**config.mk**
```make
export PLATFORM = sky130hd
export DESIGN_NAME = mpy_share_ctrl
export DESIGN_NICKNAME = d
export VERILOG_FILES = /design/src/rtl/mpy_share_pkg.sv /design/src/rtl/mpy_rr_arb.sv /design/src/rtl/mpy_share_ctrl.sv
export SDC_FILE = /design/constraint.sdc
export NUM_CORES = 1
export LEC_CHECK = 0
export ABC_CLOCK_PERIOD_IN_PS = 2700
export BUFFER_PORTS_ARGS = -buffer_cell sky130_fd_sc_hd__buf_2
export CORE_ASPECT_RATIO = 0.7
export CORE_MARGIN = 4
export CORE_UTILIZATION = 35
export CTS_BUF_LIST = sky130_fd_sc_hd__clkbuf_4 sky130_fd_sc_hd__clkbuf_8
export DETAILED_ROUTE_END_ITERATION = 8
export GPL_TIMING_DRIVEN = 0
export HOLD_SLACK_MARGIN = 0.1
export PLACE_DENSITY = 0.59
export SLEW_MARGIN = 20
export SYNTH_ARGS = -nofsm -noshare
export SYNTH_HDL_FRONTEND = slang
export SYNTH_SLANG_ARGS = --single-unit
```
**constraint.sdc**
```tcl
create_clock -name clk -period 2.7 [get_ports clk]
set_input_delay 0.54 -clock clk [delete_from_list [all_inputs] [get_ports clk]]
set_output_delay 0.54 -clock clk [all_outputs]
set_load 0.02 [all_outputs]
```
**src/rtl/mpy_share_pkg.sv**
```systemverilog
// Shared types and constants for the multiplier-sharing controller.
package mpy_share_pkg;

    localparam int unsigned DefW      = 4;
    localparam int unsigned DefMpyLat = 3;
    localparam int unsigned DefPw     = 2 * DefW;

    typedef enum logic [1:0] {
        StIdle,
        StWait,
        StCapt,
        StResp
    } state_e;

    // Bits needed to index n items; never less than one so the result is a legal vector width.
    function automatic int unsigned idx_width(input int unsigned n);
        int unsigned r;
        r = 1;
        for (int unsigned i = 1; i < 32; i++) begin
            if ((32'd1 << i) < n) r = i + 1;
        end
        return r;
    endfunction

endpackage

```
**src/rtl/mpy_rr_arb.sv**
```systemverilog
// Combinational round-robin pick: scans upward from ptr+1 with wrap.
module mpy_rr_arb
    import mpy_share_pkg::*;
#(
    parameter int unsigned NREQ = 2,
    parameter int unsigned IdW  = idx_width(NREQ)
) (
    input  logic [NREQ-1:0] req_valid,
    input  logic [IdW-1:0]  ptr,
    output logic [NREQ-1:0] gnt,
    output logic [IdW-1:0]  idx,
    output logic            any
);

    int unsigned     cand;
    logic [NREQ-1:0] rot;

    // First valid requester after the last winner gets the grant.
    always_comb begin
        gnt  = '0;
        idx  = '0;
        any  = 1'b0;
        cand = 0;
        rot  = '0;
        for (int unsigned k = 1; k <= NREQ; k++) begin
            cand = (32'(ptr) + k) % NREQ;
            rot  = req_valid >> cand;
            if (!any && rot[0]) begin
                any = 1'b1;
                idx = IdW'(cand);
                gnt = NREQ'(1) << cand;
            end
        end
    end

endmodule

```
**src/rtl/mpy_share_ctrl.sv**
```systemverilog
// Shares one registered multiplier between NREQ requesters, one op at a time.
module mpy_share_ctrl
    import mpy_share_pkg::*;
#(
    parameter int unsigned NREQ    = 2,
    parameter int unsigned W       = DefW,
    parameter int unsigned MPY_LAT = DefMpyLat
) (
    input  logic                       clk,
    input  logic                       rst,
    input  logic [NREQ-1:0]            req_valid,
    output logic [NREQ-1:0]            req_ready,
    input  logic [NREQ*W-1:0]          req_a,
    input  logic [NREQ*W-1:0]          req_b,
    output logic [NREQ-1:0]            rsp_valid,
    input  logic [NREQ-1:0]            rsp_ready,
    output logic [2*W-1:0]             rsp_p,
    output logic [W-1:0]               mpy_a,
    output logic [W-1:0]               mpy_b,
    input  logic [2*W-1:0]             mpy_p,
    output logic                       busy,
    output logic [idx_width(NREQ)-1:0] gnt_id
);

    localparam int unsigned     IdW     = idx_width(NREQ);
    localparam int unsigned     CntW    = idx_width(MPY_LAT);
    localparam logic [CntW-1:0] CntLast = CntW'(MPY_LAT - 1);
    localparam logic [IdW-1:0]  PtrRst  = IdW'(NREQ - 1);

    state_e          state_q, state_d;
    logic [CntW-1:0] cnt_q, cnt_d;
    logic [IdW-1:0]  ptr_q, ptr_d;
    logic [IdW-1:0]  gnt_id_q, gnt_id_d;
    logic [W-1:0]    a_q, a_d, b_q, b_d;
    logic [2*W-1:0]  p_q, p_d;
    logic [NREQ-1:0] rv_q, rv_d;

    logic [NREQ-1:0] arb_gnt;
    logic [IdW-1:0]  arb_idx;
    logic            arb_any;
    logic [W-1:0]    win_a, win_b;

    mpy_rr_arb #(
        .NREQ (NREQ),
        .IdW  (IdW)
    ) u_arb (
        .req_valid (req_valid),
        .ptr       (ptr_q),
        .gnt       (arb_gnt),
        .idx       (arb_idx),
        .any       (arb_any)
    );

    // Select the winner's operands from the packed buses.
    always_comb begin
        win_a = W'(req_a >> (32'(arb_idx) * W));
        win_b = W'(req_b >> (32'(arb_idx) * W));
    end

    // Next-state and handshake logic; operands stay frozen until the product is captured.
    always_comb begin
        state_d   = state_q;
        cnt_d     = cnt_q;
        ptr_d     = ptr_q;
        gnt_id_d  = gnt_id_q;
        a_d       = a_q;
        b_d       = b_q;
        p_d       = p_q;
        rv_d      = rv_q;
        req_ready = '0;
        unique case (state_q)
            StIdle: begin
                req_ready = arb_gnt;
                if (arb_any) begin
                    a_d      = win_a;
                    b_d      = win_b;
                    gnt_id_d = arb_idx;
                    cnt_d    = '0;
                    state_d  = StWait;
                end
            end
            StWait: begin
                cnt_d = cnt_q + 1'b1;
                if (cnt_q == CntLast) state_d = StCapt;
            end
            StCapt: begin
                p_d     = mpy_p;
                rv_d    = NREQ'(1) << gnt_id_q;
                state_d = StResp;
            end
            StResp: begin
                // rv_q is one-hot on the granted port, so other ports' ready is masked off.
                if (|(rsp_ready & rv_q)) begin
                    rv_d    = '0;
                    ptr_d   = gnt_id_q;
                    state_d = StIdle;
                end
            end
            default: state_d = StIdle;
        endcase
        if (rst) req_ready = '0;
    end

    // State registers with asynchronous reset; an in-flight op is simply dropped.
    always_ff @(posedge clk or posedge rst) begin
        if (rst) begin
            state_q  <= StIdle;
            cnt_q    <= '0;
            ptr_q    <= PtrRst;
            gnt_id_q <= '0;
            a_q      <= '0;
            b_q      <= '0;
            p_q      <= '0;
            rv_q     <= '0;
        end else begin
            state_q  <= state_d;
            cnt_q    <= cnt_d;
            ptr_q    <= ptr_d;
            gnt_id_q <= gnt_id_d;
            a_q      <= a_d;
            b_q      <= b_d;
            p_q      <= p_d;
            rv_q     <= rv_d;
        end
    end

    assign mpy_a     = a_q;
    assign mpy_b     = b_q;
    assign rsp_p     = p_q;
    assign rsp_valid = rv_q;
    assign gnt_id    = gnt_id_q;
    assign busy      = (state_q != StIdle);

endmodule

```
==> run summary, run 1 <==
Critical Path RT -> 2.16 ns
clock skew -> 0.000818 ns
synth unique cells -> 26
CTS tree -> done
Fill cells -> 298
Clock Power Share -> 16.5%
Gate Count Post-Synth -> 101
maximum vdd drop -> 0.000576 V
CP dominant cell by count -> inv_1
combinational power share -> 49.4%
Setup WS post-layout -> 0.550 ns
Avg Vias per Cell -> 4.71
Tot GR Track Use -> 12.5%
Core Rows -> 17
Hold-fix buffers, CTS -> 0
CP delay by family, top -> buffers and inverters
sw frac -> 40.0%
pre-CTS setup slack -> 0.308 ns
DR iter-0 viols -> 37
Core Footprint -> 3190 µm²
# diodes -> 0
Yosys warnings -> 0
Crit Path Category -> reg2out
TritonCTS buffer count -> 3
buffer type at the clock tree root -> clkbuf_8
Internal -> 1150 µW
met3 GRT Util -> 4.33%
Die Y -> 56.4 µm
top post-synthesis cells by area -> dfrtp_1 49%, mux2_2 8.6%, mux2i_1 8.5%
Inst Count DP -> 190
Port Buffers -> 51
Buf+Inv Stages, Crit Path -> 3
RSZ-0062 raised after global routing -> false
status -> finished, final reports clean
Die ar. -> 4350 µm²
Slew HR -> 64.4%
RD Place Congestion -> 0.721
biggest area consumer among synthesized cells -> dfrtp_1
Post-Layout Cell Count -> 194
met1 Usage GRT -> 16.5%
crit path max-delay cell type -> dfrtp_1
WL final -> 2590 µm
CP endpoint kind -> primary output
worst reg-to-reg path cell count -> 5
Final Slew Violations -> 0
max frequency -> 0.465 GHz
Seq/Total Area, Yosys -> 51.3%
sequential cell area -> 602 µm²
Worst EP arrival -> 1.61 ns
Sw Pwr -> 763 µW
global-route wire length before repair -> 4380 µm
ANT nets after route -> 0
Static Leak -> 0.000816 µW
Worst-path clk slew -> 0.09 ns
Final Setup Violations -> 0
P&R area growth vs syn -> 32.2%
pin count of the biggest net entering global routing -> 26
max cap viols -> 0
fin util -> 48.6%
clock sink total -> 24
Nets -> 193
initial core utilization -> 36.7%
worst slew pin tran -> 0.533 ns
HPWL Detailed -> 2030 µm
startpoint types -> register
area of the multi-input gates -> 517 µm²
Tcrit/Tclk final -> 79.6%
min Tclk post-route -> 2.15 ns
layout cells sized above 1 -> 46.2%
initial antenna violation count -> 0
pwr dens -> 1230 nW/µm²
M2 GR Usage -> 20.3%
TritonRoute pass-1 iters -> 4
WP depth -> 5
mapped cell area -> 1170 µm²
Post-route DRC -> 0
CP Cell Sequence -> inv_1, ha_1, inv_1, nor3_1, buf_2
Mean Syn Cell Area -> 11.6 µm²
Synthesized Nets -> 137
CP max stage delay -> 0.41 ns
commonest cells after routing, fill and taps aside -> 52 x buf_2, 23 x dfrtp_1, 10 x mux2i_1, 10 x nand2_1, 10 x o21ai_0
Fin. Hold Viols -> 0
DR vias -> 914
HP Class -> in2async
post-DR wirelength/cell -> 13.4 µm
Max FO, Critical Path -> 7
Die W -> 77.2 µm
share of the synthesized area in the top cell type -> 49.1%
most common cell after layout, fill and taps aside -> buf_2
Setup TNS -> 0 ns
global route hottest layer -> met2
#FFs+latches synth -> 24
H-tree depth -> 1
I/O pin count -> 52
sequential power share -> 34.1%
Worst-Skew Late Latency -> 0.26 ns
clk buf depth -> 2
vias in the first global route -> 940
total gr overflow -> 0
[synthesized netlist by cell type, drive strengths merged]
library cell,count
nand2b,2
ha,6
dfstp,1
nor3b,1
nand2,10
buf,3
mux2i,10
mux2,10
a22oi,1
a21bo,1
a21oi,1
a221oi,1
nand3b,1
xnor2,1
o22ai,1
inv,8
nor2,4
o21ai,13
nor3,1
o2111a,1
dfrtp,23
nor2b,1
[logic make-up after synthesis]
kind of cell / count (synthesis) / synth area share, %
AOI/OAI and AO/OA: 19 / 10.2
xor gates and xnor gates: 1 / 0.747
adders and majority gates: 6 / 6.40
buffers and inverters: 11 / 4.59
DFF: 24 / 51.3
muxes: 20 / 18.5
and+or+nand+nor: 20 / 8.22
[layer usage]
layer	vias up	routed length, µm	part of all wire, %
li1	457	-	-
met3	2	138	5.3
met5	-	0	0
met4	0	8	0.31
met1	431	1250	48
met2	24	1190	46
[path summary, 6_finish.rpt]
path | slack [ns] | startpoint | to
max | 0.55 | state_q[0] | req_ready[1]
min | 0.32 | rst | mpy_a[2]
max reg2reg | 0.99 | state_q[1] | state_q[1]
min reg2reg | 0.49 | mpy_a[1] | mpy_a[1]
max in group asynchronous | 2.04 | rst | ptr_q
min in group clk | 0.49 | mpy_a[1] | mpy_a[1]
[power by group through the flow]
| stage | logic (µW) | clock network (µW) | registers (µW) |
|---|---|---|---|
| 4_1_cts | 960 | 319 | 653 |
| 3_5_place_dp | 956 | 0 | 656 |
| 3_3_place_gp | 924 | 0 | 648 |
| 2_1_floorplan | 494 | 0 | 820 |
| 6_report | 944 | 315 | 650 |
| 5_1_grt | 1040 | 337 | 679 |
[flip-flops by register name (all words and copies together), names as in the netlist]
register	count
gnt_id	1
mpy_a	4
state_q	2
mpy_b	4
rsp_valid	2
cnt_q	2
rsp_p	8
ptr_q	1
[metrics by stage]
step | power [µW] | instance area (µm²) | hold slack (ns)
4_1_cts | 1930 | 1550 | 0.493
3_5_place_dp | 1610 | 1480 | 0.473
6_report | 1910 | 1550 | 0.320
5_1_grt | 2060 | 1550 | 0.368
3_3_place_gp | 1570 | 1480 | 0.459
2_1_floorplan | 1310 | 1170 | 0.474
[what timing repair did]
item                                    4_1_cts  5_1_grt
setup buffers                                 0        0
gates resized for setup                       0        1
endpoints found under the setup margin        0        1
[area by class of cell]
type,instances,share of cell area [%]
plain buffers,3,1.53
clock buffers,3,2.66
clock inverters,1,1.94
inverters,8,2.18
multi-input cells,66,33.3
flip-flops and latches,24,38.8
well taps,38,3.07
repair buffers,51,16.5
(Power assumes the default switching activity.)
==> run 2: changes to the inputs <==
ABC_CLOCK_PERIOD_IN_PS = 1760   (was 2700)
PLACE_DENSITY = 0.62   (was 0.59)
clock period = 1.76 ns   (was 2.7 ns; I/O delays follow)
==> run 2 against run 1 <==
  * Worst setup slack lost 0.47 ns
  * Clock skew grew 0.0045 ns
  * Total power grew 62%
  * Die area is the same
  * Via count grew 5.9%
  * Sequential share of layout area shrank 1.9 points
  * Cell area grew 5.2%
  * Sequential power grew 54%
  * Final cell count grew 4.1%
  * Critical path depth shrank 1
  * Critical endpoint unchanged
==> run summary, run 2 (synthesis gave the netlist of run 1 again) <==
status -> finished, final reports clean
CP delay by family, top -> flip-flops
initial antenna violation count -> 0 (unchanged)
DRT met1 WL -> 1180 µm (-6.0%)
crit path max-delay cell type -> dfstp_2
CP Capture Point -> req_ready[1]
post-route cell area -> 1630 µm² (+5.2%)
fin util -> 51.1% (+2.5 points)
maximum vdd drop -> 0.000927 V (+61%)
# diodes -> 0 (unchanged)
max reg flops -> 8 (unchanged)
worst slew pin tran -> 0.573 ns (+0.0397 ns)
Max FO, Critical Path -> 10 (+3)
Tot GR Track Use -> 13.4% (+0.93 points)
DR top layer -> met4
most common cell after layout, fill and taps aside -> buf_2
pwr dens -> 1890 nW/µm² (+54%)
DR iter-0 viols -> 39 (+5.4%)
clock sink total -> 24 (unchanged)
WP depth -> 4 (-1)
ANT nets after route -> 0 (unchanged)
pre-CTS setup slack -> -0.295 ns (-0.603 ns)
startpoint types -> register
CP Launch Point -> ptr_q
total gr overflow -> 0 (unchanged)
min Tclk post-route -> 1.68 ns
RD Place Congestion -> 0.772 (+7.1%)
Post-Layout Cell Count -> 202 (+4.1%)
Port Buffers -> 51 (unchanged)
Worst-path clk slew -> 0.09 ns (about the same)
clock skew -> 0.00529 ns (+0.00447 ns)
Crit Path Category -> reg2out
HP Class -> in2async
P&R area growth vs syn -> 39.1%
Final Slew Violations -> 0 (unchanged)
Inst Count DP -> 190 (unchanged)
Final Setup Violations -> 0 (unchanged)
Post-route DRC -> 0 (unchanged)
Core Footprint -> 3190 µm² (unchanged)
TritonCTS buffer count -> 3 (unchanged)
max cap viols -> 0 (unchanged)
Static Leak -> 0.000849 µW (+4.0%)
I/O pin count -> 52 (unchanged)
CTS tree -> done
Fill cells -> 303 (+1.7%)
worst reg-to-reg path cell count -> 5 (unchanged)
WL met2 -> 1440 µm (+21%)
Nets -> 201 (+4.1%)
post-DR wirelength/cell -> 14.0 µm (+4.6%)
buffer type at the clock tree root -> clkbuf_8
Tot Pwr -> 3080 µW (+62%)
TritonRoute pass-1 iters -> 3 (-1)
Worst-Skew Late Latency -> 0.27 ns (about the same)
Fin. Hold Viols -> 0 (unchanged)
commonest cells after routing, fill and taps aside -> 51 x buf_2, 23 x dfrtp_1, 10 x mux2i_1, 10 x nand2_1, 10 x o21ai_0
layout cells sized above 1 -> 50.6% (+4.5 points)
Avg Vias per Cell -> 4.79 (+1.7%)
global-route wire length before repair -> 4640 µm (+5.8%)
max frequency -> 0.594 GHz
WL final -> 2820 µm (+8.9%)
Tcrit/Tclk final -> 95.6%
CP max stage delay -> 0.39 ns (-0.02 ns)
HPWL Detailed -> 2150 µm (+5.8%)
CP endpoint kind -> primary output
Critical Path RT -> 1.41 ns (-0.75 ns)
worst r2r dst -> state_q[1]
RSZ-0062 raised after global routing -> false
R2R Setup Slk -> 0.12 ns (-0.87 ns)
Worst EP arrival -> 1.33 ns (-0.28 ns)
Post-DP Area -> 1480 µm² (unchanged)
Setup WS post-layout -> 0.0775 ns (-0.473 ns)
Die ar. -> 4350 µm² (unchanged)
Buf+Inv Stages, Crit Path -> 2 (-1)
initial core utilization -> 36.7% (unchanged)
Core Rows -> 17 (unchanged)
DR vias -> 968 (+5.9%)
vias in the first global route -> 1,007 (+7.1%)
H-tree depth -> 1 (unchanged)
Die W -> 77.2 µm (unchanged)
Die Y -> 56.4 µm (unchanged)
clk buf depth -> 2 (unchanged)
met3 WL post-DR -> 180 µm (+30%)
CP Cell Sequence -> a21bo_1, buf_6, nor3_2, buf_4
Slew HR -> 61.7% (-2.7 points)
RR Startpoint -> state_q[1]
pin count of the biggest net entering global routing -> 15 (-42%)
run 2: layout make-up:
type                    count  area (µm²)  area share, %
repair buffers             58         313           19.2
clock inverters             1        30.0           1.84
repair inverters            1        5.00          0.307
multi-input cells          66         534           32.8
inverters                   8        33.8           2.07
flip-flops and latches     24         602           36.9
clock buffers               3        41.3           2.53
well taps                  38        47.5           2.92
plain buffers               3        23.8           1.46
run 2: worst min path at each step:
stage | to | slack [ns] | depth (start not counted)
2_1_floorplan | cnt_q[0] | 0.37 | 1
3_3_place_gp | mpy_a[3] | 0.46 | 2
3_5_place_dp | mpy_a[3] | 0.47 | 2
4_1_cts | mpy_a[0] | 0.14 | 2
5_1_grt | mpy_b[1] | 0.16 | 2
6_report | mpy_b[2] | 0.14 | 2
run 2: per-stage QoR:
step	setup TNS, ns	hold WS, ns
floorplan	0	0.374
global placement	-0.248	0.459
detailed placement	-0.295	0.467
CTS	0	0.136
global route	0	0.163
finish	0	0.136
run 2: report_power, final:
part / switching, µW / internal [µW] / leakage (µW)
clock network: 180 / 304 / 0.0000357
registers: 159 / 839 / 0.000288
logic: 879 / 724 / 0.000525
run 2: per-layer routing:
layer	GRT usage [%]	vias up
li1	-	471
met1	15.9	470
met3	4.81	4
met4	2.79	0
met5	0	-
met2	23.4	23
run 2: what timing repair did:
item,4_1_cts,5_1_grt
pin swaps,0,2
cloned,1,0
hold buffers,1,0
resized for setup,5,2
endpoints found under the hold margin,12,0
setup buffers,3,3
endpoints found under the setup margin,2,1
==> run 3: changes to the inputs <==
ABC_AREA = 1   (was unset)
PLACE_DENSITY = 0.61   (was 0.62)
==> run 3 against run 2 <==
  * The run now ends with setup timing left
  * Critical path depth up 2
  * Sequential share of layout area down 2.8 points
  * Clock skew up 0.00088 ns
  * Non-clock buffer count down 1
  * Synthesized area up 8.5%
  * Combinational power up 12%
  * Synthesized cell count up 62%
  * Total power up 6.1%
  * Final cell count up 36%
  * Clock power about the same
  * Critical path type unchanged
  * Largest cell class is now multi-input combinational cells
==> run summary, run 3 <==
status -> finished, violations left
failing checks -> setup timing
worst r2r dst -> rsp_valid[0]
CP Launch Point -> state_q[1]
largest family of logic cells by synthesized area -> simple AND/OR/NAND/NOR gates
Sw Pwr -> 1440 µW (+19%)
WL final -> 2970 µm (+5.1%)
max cap viols -> 0 (unchanged)
sequential power share -> 30.1% (-2.2 points)
max reg flops -> 8 (unchanged)
CP max stage delay -> 0.41 ns (+0.02 ns)
Core Footprint -> 3510 µm² (+10%)
Core Rows -> 18 (+1)
ANT nets after route -> 0 (unchanged)
CTS tree -> done
layout cells sized above 1 -> 37.3% (-13 points)
Worst EP arrival -> 1.42 ns (+0.09 ns)
sw frac -> 44.1% (+4.6 points)
Tot Pwr -> 3270 µW (+6.1%)
#FFs+latches synth -> 24 (unchanged)
vias in the first global route -> 1,126 (+12%)
buffer type at the clock tree root -> clkbuf_8
Mean Syn Cell Area -> 7.76 µm² (-33%)
maximum vdd drop -> 0.000657 V (-29%)
Critical Path RT -> 1.41 ns (about the same)
FFs w/ async S/R, synth -> 100% (unchanged)
Gate Count Post-Synth -> 164 (+62%)
multiplexer share of the synthesized area -> 0% (-18 points)
Post-route DRC -> 0 (unchanged)
number of flops mapped to enable cells by yosys -> 0 (unchanged)
CP Cell Sequence -> inv_2, ha_4, buf_8, inv_6, nor4_4, buf_4
RSZ-0062 raised after global routing -> true
global-route wire length before repair -> 4820 µm (+4.0%)
Worst-path clk slew -> 0.09 ns (about the same)
Tcrit/Tclk final -> 101% (+5.3 points)
top-count cell post-synth -> nand2_1
clock sink total -> 24 (unchanged)
worst hold start -> mpy_p[0]
worst slew pin tran -> 0.902 ns (+0.330 ns)
Post-Layout Cell Count -> 275 (+36%)
Static Leak -> 0.00104 µW (+22%)
initial antenna violation count -> 0 (unchanged)
commonest cells after routing, fill and taps aside -> 78 x nand2_1, 49 x buf_2, 23 x dfrtp_1
Setup WS post-layout -> -0.0152 ns (-0.0927 ns)
CP Capture Point -> req_ready[0]
pwr dens -> 1850 nW/µm² (-2.0%)
P&R area growth vs syn -> 38.6%
share of the synthesized area in the top cell type -> 45.2% (-3.9 points)
most common cell after layout, fill and taps aside -> nand2_1
clock skew -> 0.00617 ns (+0.000881 ns)
pin count of the biggest net entering global routing -> 25 (+10)
min Tclk post-route -> 1.78 ns (+0.0927 ns)
Port Buffers -> 50 (-2.0%)
TritonRoute pass-1 iters -> 3 (unchanged)
Final Slew Violations -> 0 (unchanged)
synth unique cells -> 20 (-23%)
worst reg-to-reg path cell count -> 9 (+4)
CP endpoint kind -> primary output
biggest area consumer among synthesized cells -> dfrtp_1
combinational power share -> 55.0% (+3.0 points)
initial core utilization -> 36.2% (-0.53 points)
Clock Power Share -> 14.9% (-0.8 points)
Synthesized Nets -> 200 (+46%)
Max FO, Critical Path -> 4 (-6)
post-synthesis compound-gate area fraction -> 1.57% (-8.7 points)
Die W -> 80.1 µm (+3.7%)
Nets -> 262 (+30%)
total gr overflow -> 0 (unchanged)
post-synthesis xor/xnor area fraction -> 0% (-0.75 points)
Tot GR Track Use -> 12.8% (-0.58 points)
HP Class -> in2reg
Setup TNS -> -0.0152 ns (-0.0152 ns)
DR vias -> 1,200 (+24%)
I/O pin count -> 52 (unchanged)
simple logic cell fraction of the synthesized area -> 39.5% (+31 points)
Synth top cells by count -> 78 x nand2_1, 23 x dfrtp_1, 21 x nand3_1
Yosys warnings -> 0 (unchanged)
fraction of the mapped netlist area in adder cells -> 5.90% (-0.50 points)
top post-synthesis cells by area -> dfrtp_1 45%, nand2_1 23%, nand3_1 8.3%
Die ar. -> 4680 µm² (+7.5%)
max frequency -> 0.563 GHz (-5.2%)
Hold-fix buffers, CTS -> 0 (-1)
Worst-Skew Late Latency -> 0.27 ns (about the same)
startpoint types -> register
Internal -> 1830 µW (-2.1%)
Inst Count DP -> 264 (+39%)
Final Setup Violations -> 1 (+1)
Seq/Total Area, Yosys -> 47.3% (-4.0 points)
R2R Setup Slk -> 0.21 ns (+0.09 ns)
clk buf depth -> 2 (unchanged)
Crit Path Category -> reg2out
RD Place Congestion -> 0.792 (+2.6%)
mapped cell area -> 1270 µm² (+8.5%)
DR iter-0 viols -> 39 (unchanged)
Die Y -> 58.4 µm (+3.6%)
# diodes -> 0 (unchanged)
crit path max-delay cell type -> dfrtp_1
Fin. Hold Viols -> 0 (unchanged)
HPWL Detailed -> 2260 µm (+5.1%)
Avg Vias per Cell -> 4.36 (-8.9%)
H-tree depth -> 1 (unchanged)
TritonCTS buffer count -> 3 (unchanged)
post-DR wirelength/cell -> 10.8 µm (-23%)
top_reg_cell synth -> dfrtp_1
Slew HR -> 39.8% (-22 points)
RR Startpoint -> state_q[0]
-- run 3: area by class of cell --
class | count | area [µm²]
fillers | 371 | 1750
multi-input cells | 123 | 636
inverters | 14 | 57.6
clock buffers | 3 | 41.3
clock inverters | 1 | 30.0
repair buffers | 57 | 308
plain buffers | 3 | 27.5
well taps | 50 | 62.6
flip-flops and latches | 24 | 602
-- run 3: worst min-delay path by stage --
| stage | end | slack (ns) | cells past startpoint |
|---|---|---|---|
| after floorplan | cnt_q[0] | 0.37 | 1 |
| after global placement | mpy_a[2] | 0.45 | 2 |
| after detailed placement | mpy_b[2] | 0.46 | 2 |
| after CTS | rsp_p[3] | 0.27 | 3 |
| after global routing | rsp_p[6] | 0.27 | 3 |
| final | rsp_p[0] | 0.27 | 3 |
-- run 3: repair_timing --
item                       in CTS  in global routing
buffers inserted                6                  1
hold endpoints to repair        0                  0
setup endpoints to repair       3                  2
pin swaps                       1                  1
gates resized for setup         8                  5
-- run 3: metal layers --
layer | part of all wire [%] | GRT usage [%] | up-vias
met3 | 3.3 | 4.28 | 2
met4 | 0.24 | 1.45 | 0
met1 | 49 | 17.1 | 554
li1 | - | - | 629
met5 | 0 | 0 | -
met2 | 47 | 21.1 | 15
-- run 3: critical path: cells and delay by family, from the launching register on --
kind / cells / cell delay [ns]
flops: 1 / 0.41
buf+inv: 4 / 0.40
simple gates: 1 / 0.20
fa+ha+maj: 1 / 0.14
-- run 3: kinds of logic after synthesis --
group,after synthesis
fa+ha+maj,6
buf+inv,17
flops,24
simple gates,113
compound gates,4
-- run 3: power by group through the flow --
stage | Sequential (µW) | Combinational (µW) | Clock (µW)
after floorplan | 1240 | 877 | 0
after global placement | 1000 | 1570 | 0
after detailed placement | 1010 | 1590 | 0
after CTS | 988 | 1780 | 500
after global routing | 1020 | 2010 | 526
final | 984 | 1800 | 487
-- run 3: stage by stage --
stage / utilization [%] / worst slack (ns) / hold WS, ns / instance area, µm²
2_1_floorplan: - / -0.0750 / 0.366 / 1280
3_5_place_dp: 45.4 / -0.0511 / 0.457 / 1600
5_1_grt: 50.2 / -0.0977 / 0.275 / 1760
3_3_place_gp: 45.4 / -0.0403 / 0.453 / 1600
6_report: 50.2 / -0.0152 / 0.274 / 1760
4_1_cts: 49.4 / -0.0202 / 0.269 / 1740
